==> src/rtl/ram_burst_reader.sv <==
// ram_burst_reader: streams LEN consecutive words from a registered-output RAM onto a
// valid/ready port. Read path: ram_addr register -> RAM output register -> 2-entry FIFO.
module ram_burst_reader #(
  parameter int DATA_WIDTH = 8,
  parameter int ADDR_WIDTH = 10
) (
  input  logic                  clk,
  input  logic                  reset_n,
  input  logic                  start,
  input  logic [ADDR_WIDTH-1:0] base_addr,
  input  logic [ADDR_WIDTH:0]   len,
  output logic                  busy,
  output logic                  done_tick,
  output logic                  ram_we,
  output logic [ADDR_WIDTH-1:0] ram_addr,
  input  logic [DATA_WIDTH-1:0] ram_q,
  output logic [DATA_WIDTH-1:0] m_data,
  output logic                  m_valid,
  input  logic                  m_ready
);

  typedef enum logic [1:0] {IDLE, READ, DRAIN, DONE} state_t;

  localparam logic [ADDR_WIDTH:0]   LEN_ONE  = 1;
  localparam logic [ADDR_WIDTH-1:0] ADDR_ONE = 1;

  state_t                state_q, state_d;
  logic [ADDR_WIDTH-1:0] addr_q, addr_d;
  logic [ADDR_WIDTH:0]   rem_q, rem_d;
  logic                  addr_vld_q, addr_vld_d;
  logic                  q_vld_q, q_vld_d;
  logic [DATA_WIDTH-1:0] entry0_q, entry0_d, entry1_q, entry1_d;
  logic                  wr_ptr_q, wr_ptr_d, rd_ptr_q, rd_ptr_d;
  logic [1:0]            count_q, count_d;
  logic                  pop, push, hold, issue;
  logic [2:0]            occ;

  assign m_valid   = (count_q != 2'd0);
  assign m_data    = rd_ptr_q ? entry1_q : entry0_q;
  assign ram_addr  = addr_q;
  assign ram_we    = 1'b0;
  assign busy      = (state_q != IDLE);
  assign done_tick = (state_q == DONE);

  // occ counts words already owed to the consumer: FIFO contents, the word on ram_q and the
  // address about to be sampled. When the FIFO is full and a word sits on ram_q, ram_addr is
  // left unchanged so the RAM re-reads the same location and ram_q keeps that word.
  always_comb begin
    state_d    = state_q;
    addr_d     = addr_q;
    rem_d      = rem_q;
    issue      = 1'b0;
    pop        = m_valid & m_ready;
    push       = q_vld_q && ((count_q - {1'b0, pop}) != 2'd2);
    hold       = q_vld_q && !push;
    occ        = {1'b0, count_q} + {2'b00, addr_vld_q} + {2'b00, q_vld_q} - {2'b00, pop};

    case (state_q)
      IDLE: begin
        if (start) begin
          if (len == '0) begin
            state_d = DONE;
          end else begin
            issue   = 1'b1;
            addr_d  = base_addr;
            rem_d   = len - LEN_ONE;
            state_d = READ;
          end
        end
      end
      READ: begin
        if (rem_q == '0) begin
          state_d = DRAIN;
        end else if (occ < 3'd3) begin
          issue  = 1'b1;
          addr_d = addr_q + ADDR_ONE;
          rem_d  = rem_q - LEN_ONE;
        end
      end
      DRAIN: begin
        if (!addr_vld_q && !q_vld_q && ((count_q - {1'b0, pop}) == 2'd0)) begin
          state_d = DONE;
        end
      end
      DONE: begin
        state_d = IDLE;
      end
      default: begin
        state_d = IDLE;
      end
    endcase

    addr_vld_d = issue;
    q_vld_d    = addr_vld_q | hold;

    entry0_d = entry0_q;
    entry1_d = entry1_q;
    if (push && !wr_ptr_q) entry0_d = ram_q;
    if (push && wr_ptr_q)  entry1_d = ram_q;
    wr_ptr_d = wr_ptr_q ^ push;
    rd_ptr_d = rd_ptr_q ^ pop;
    count_d  = count_q + {1'b0, push} - {1'b0, pop};
  end

  always_ff @(posedge clk or negedge reset_n) begin
    if (!reset_n) begin
      state_q    <= IDLE;
      addr_q     <= '0;
      rem_q      <= '0;
      addr_vld_q <= 1'b0;
      q_vld_q    <= 1'b0;
      entry0_q   <= '0;
      entry1_q   <= '0;
      wr_ptr_q   <= 1'b0;
      rd_ptr_q   <= 1'b0;
      count_q    <= 2'd0;
    end else begin
      state_q    <= state_d;
      addr_q     <= addr_d;
      rem_q      <= rem_d;
      addr_vld_q <= addr_vld_d;
      q_vld_q    <= q_vld_d;
      entry0_q   <= entry0_d;
      entry1_q   <= entry1_d;
      wr_ptr_q   <= wr_ptr_d;
      rd_ptr_q   <= rd_ptr_d;
      count_q    <= count_d;
    end
  end

endmodule

==> config.mk <==
export PLATFORM = sky130hd
export DESIGN_NAME = ram_burst_reader
export DESIGN_NICKNAME = d
export VERILOG_FILES = /design/src/rtl/ram_burst_reader.sv
export SDC_FILE = /design/constraint.sdc
export NUM_CORES = 1
export LEC_CHECK = 0
export BUFFER_PORTS_ARGS = -buffer_cell sky130_fd_sc_hd__buf_2
export CELL_PAD_IN_SITES_DETAIL_PLACEMENT = 2
export CELL_PAD_IN_SITES_GLOBAL_PLACEMENT = 2
export CORE_ASPECT_RATIO = 0.6
export CORE_UTILIZATION = 38
export CTS_BUF_LIST = sky130_fd_sc_hd__clkbuf_8
export DETAILED_ROUTE_END_ITERATION = 8
export GPL_ROUTABILITY_DRIVEN = 0
export PLACE_DENSITY_LB_ADDON = 0.1
export SLEW_MARGIN = 20
export SYNTH_ARGS = -nofsm -noshare
export SYNTH_HDL_FRONTEND = slang
export SYNTH_SLANG_ARGS = --single-unit
==> constraint.sdc <==
create_clock -name clk -period 9.45 [get_ports clk]
set_input_delay 0.945 -clock clk [delete_from_list [all_inputs] [get_ports clk]]
set_output_delay 0.945 -clock clk [all_outputs]
set_load 0.02 [all_outputs]
==> flow_metrics.tcl <==
set metrics [dict create \
    outcome "finished clean" \
    grt_pass1_vias 2503 \
    yosysWarnings 0 \
    setup_violations 0 \
    fp.dieW_microns 112.8 \
    drv_slew 0 \
    yosys.area_share.simple_pct 17.06 \
    rows 23 \
    nFillCells 767 \
    placed_cell_area_sq_mm 0.003141 \
    numClockSinks 45 \
    core_sq_mm 0.006907 \
    setup_tns_ns 0 \
    htree_levels 2 \
    synth_edf_count 0 \
    synth-main-ff-cell "dfrtp_1" \
    synth_compound_gate_area_share_pct 17.46 \
    antennaDiodeCount 0 \
    synth-seq-cells 45 \
    synth_fp_nets 334 \
    min_period_over_period_pct 37.50 \
    drive_gt1_share_pct 29.12 \
    route.detailed.drc 0 \
    synth_top_area_share_pct 40.20 \
    drt_pass1_iterations 4 \
    dpl.hpwl_mm 6.212 \
    syn_area_sq_mm 0.002801 \
    dp_slack_ns 5.607 \
    root_buffer "clkbuf_8" \
    rsz0062_at_grt "false" \
    yosys.area_share.xor_xnor_pct 3.126 \
    ys_async_sr_fraction_pct 100.0 \
    netlist_instances 288 \
    wire_per_inst_microns 19.38 \
    finClkSkew_ns 0.004816 \
    post_cts_buffers 0 \
    synth_top_area_cell "dfrtp_1" \
    synthAdderAreaFrac_pct 6.342 \
    design_area_sq_mm 0.003261 \
    critPathRequiredTime_ns 9.66 \
    leakage_nw 1.415 \
    yosysSeqAreaShare_pct 40.20 \
    cts_tree "done" \
    die_h_microns 68.51 \
    slew_headroom_pct 35.21 \
    postRouteWirelength_mm 8.276 \
    grt_max_degree 46 \
    total_power_mw 1.283 \
    synth_top_family_by_area "compound AO/OA/AOI/OAI gates" \
    setup.worst_path.start_class "input port" \
    cpMostUsedCell "fa_1" \
    synth_area_per_cell_sq_um 9.727 \
    cts.repair.resized 0 \
    max_freq_ghz 0.2822 \
    avgViaCountPerCell 5.667 \
    cp.arrival_ns 3.75 \
    finalHoldViolations 0 \
    antenna_found_initial 0 \
    clockBufferDepth 2 \
    synth.mux.area_fraction_pct 11.48 \
    finalWorstSetupSlack_ns 5.906 \
    grt_overflow_total 0 \
    worstPathCellList "buf_2 -> and2_1 -> ha_1 -> fa_1 -> inv_1 -> fa_1 -> nor2b_1 -> o21ai_0 -> o211ai_2 -> buf_4 -> a221o_1" \
    crit_type "in -> reg" \
    slowest_stage "fa_1" \
    nets 385 \
    power.density_mw_per_mm2 393.5 \
    grtUsageTotal_pct 23.36 \
    drtIter0Drc 83 \
    grt_pass1_wl_mm 13.44 \
    cp_max_fo 25 \
    worstMarginPinSlew_ns 0.9674 \
    end_kind "register" \
    maxCapViolCount 0 \
    hold_path.class "reg -> reg" \
    path_clk_slew_ns 0.09 \
    ant_nets 0 \
    initial_core_util_pct 40.56 \
    io_pins 55 \
    synth_cell_types 45 \
    hold_buffers 0 \
    fin_crit_ns 3.544 \
    clock_latency_ns 0.32 \
    syn_to_final_growth_pct 16.39 \
    vias 2420 \
    vdd_drop_max_mv 0.1339 \
    numPortBuffers 53 \
    max_stage_delay_ns 0.39 \
    cts_made_buffers 5 \
    synth_area_leaders "dfrtp_1 (40%), mux2_2 (10%), ha_1 (4.9%)" \
    die_area_sq_mm 0.007731 \
]
[worst max-delay path: cells and delay by family]
family / cells / cell delay (ns)
and+or+nand+nor: 2 / 0.34
buffers and inverters: 3 / 0.48
AOI/OAI and AO/OA: 3 / 0.91
adders and majority gates: 3 / 1.06
[final cells by class]
class                   instances  area, sq um  area share (%)
clock inverters                 2        37.54           1.151
inverters                      16        60.06           1.842
well taps                      87        108.9           3.338
clock buffers                   6        82.58           2.533
flip-flops and latches         45         1126           34.54
repair buffers                 56        287.8           8.826
multi-input cells             215         1558           47.77
[cell families after synthesis]
logic type                 after synthesis
DFF                                     45
adders and majority gates               13
other                                    1
buffers and inverters                   28
and+or+nand+nor                         88
AOI/OAI and AO/OA                       74
xor gates and xnor gates                10
muxes                                   29
[sequential cells by signal (all words and copies together), names as in the netlist]
register	cells
entry1_q	8
state_q	2
ram_addr	10
q_vld_q	1
count_q	2
entry0_q	8
rd_ptr_q	1
addr_vld_q	1
wr_ptr_q	1
rem_q	11
[cell usage in the layout (no fill, tap or decap), drive strengths merged, types with 2 or more instances in the layout]
cell    count
or3         6
a21o        2
and2        4
nand2b      2
xor2        4
a21oi      13
o221ai      2
mux2       25
fa          2
buf        56
ha         11
or4         2
nor2       19
o31ai       2
nand3       8
clkbuf      6
o21ai      28
or2         4
nor3b       2
o211ai      2
a221o      10
a31oi       2
nor4        7
xnor2       6
nand2      19
nor2b       5
inv        16
mux2i       4
nor3        8
a22oi       8
dfrtp      45
[Yosys cell counts (4+ instances only)]
| cell | instances |
|---|---|
| or3_1 | 6 |
| xor2_1 | 4 |
| inv_1 | 16 |
| a221o_1 | 10 |
| o21ai_1 | 9 |
| mux2i_1 | 4 |
| buf_2 | 4 |
| clkbuf_1 | 5 |
| or2_2 | 4 |
| ha_1 | 11 |
| xnor2_1 | 6 |
| dfrtp_1 | 45 |
| nor4_1 | 4 |
| a21oi_1 | 13 |
| nor2b_1 | 5 |
| a22oi_1 | 8 |
| nand2_1 | 19 |
| mux2_2 | 25 |
| and2_1 | 4 |
| nand3_1 | 8 |
| o21ai_0 | 19 |
| nor3_1 | 8 |
| nor2_1 | 19 |
[per-layer routing]
layer / global-route usage (%) / up-vias / share of wire (%)
li1: - / 1149 / -
met1: 33.86 / 1223 / 53
met2: 36.73 / 40 / 43
met3: 3.934 / 8 / 3.2
met4: 5.500 / 0 / 0.93
met5: 0 / - / 0
[where the power goes]
group / switching, mW / internal, mW / total, mW
Sequential: 0.114 / 0.297 / 0.411
Combinational: 0.407 / 0.304 / 0.711
Clock: 0.0752 / 0.0861 / 0.161
[worst paths after layout]
kind	from	endpoint	slack, ns	cells after the start
setup / recovery	m_ready	rem_q[10]	5.91	11
hold / removal	entry1_q[3]	entry1_q[3]	0.51	1
setup reg to reg	count_q[1]	rem_q[10]	5.95	12
hold reg to reg	entry1_q[3]	entry1_q[3]	0.51	1
max in group asynchronous	reset_n	ram_addr[0]	8.32	2
min in group asynchronous	reset_n	state_q[0]	0.71	2
[stage by stage]
step / util [%] / hold slack [ns] / std cells
final: 47.21 / 0.5129 / 427
after global placement: 45.47 / 0.4830 / 419
after global routing: 47.21 / 0.5263 / 427
after floorplan: - / 0.4750 / 288
after CTS: 47.21 / 0.5146 / 427
after detailed placement: 45.47 / 0.4943 / 419
Power figures use the tool's default switching activity.
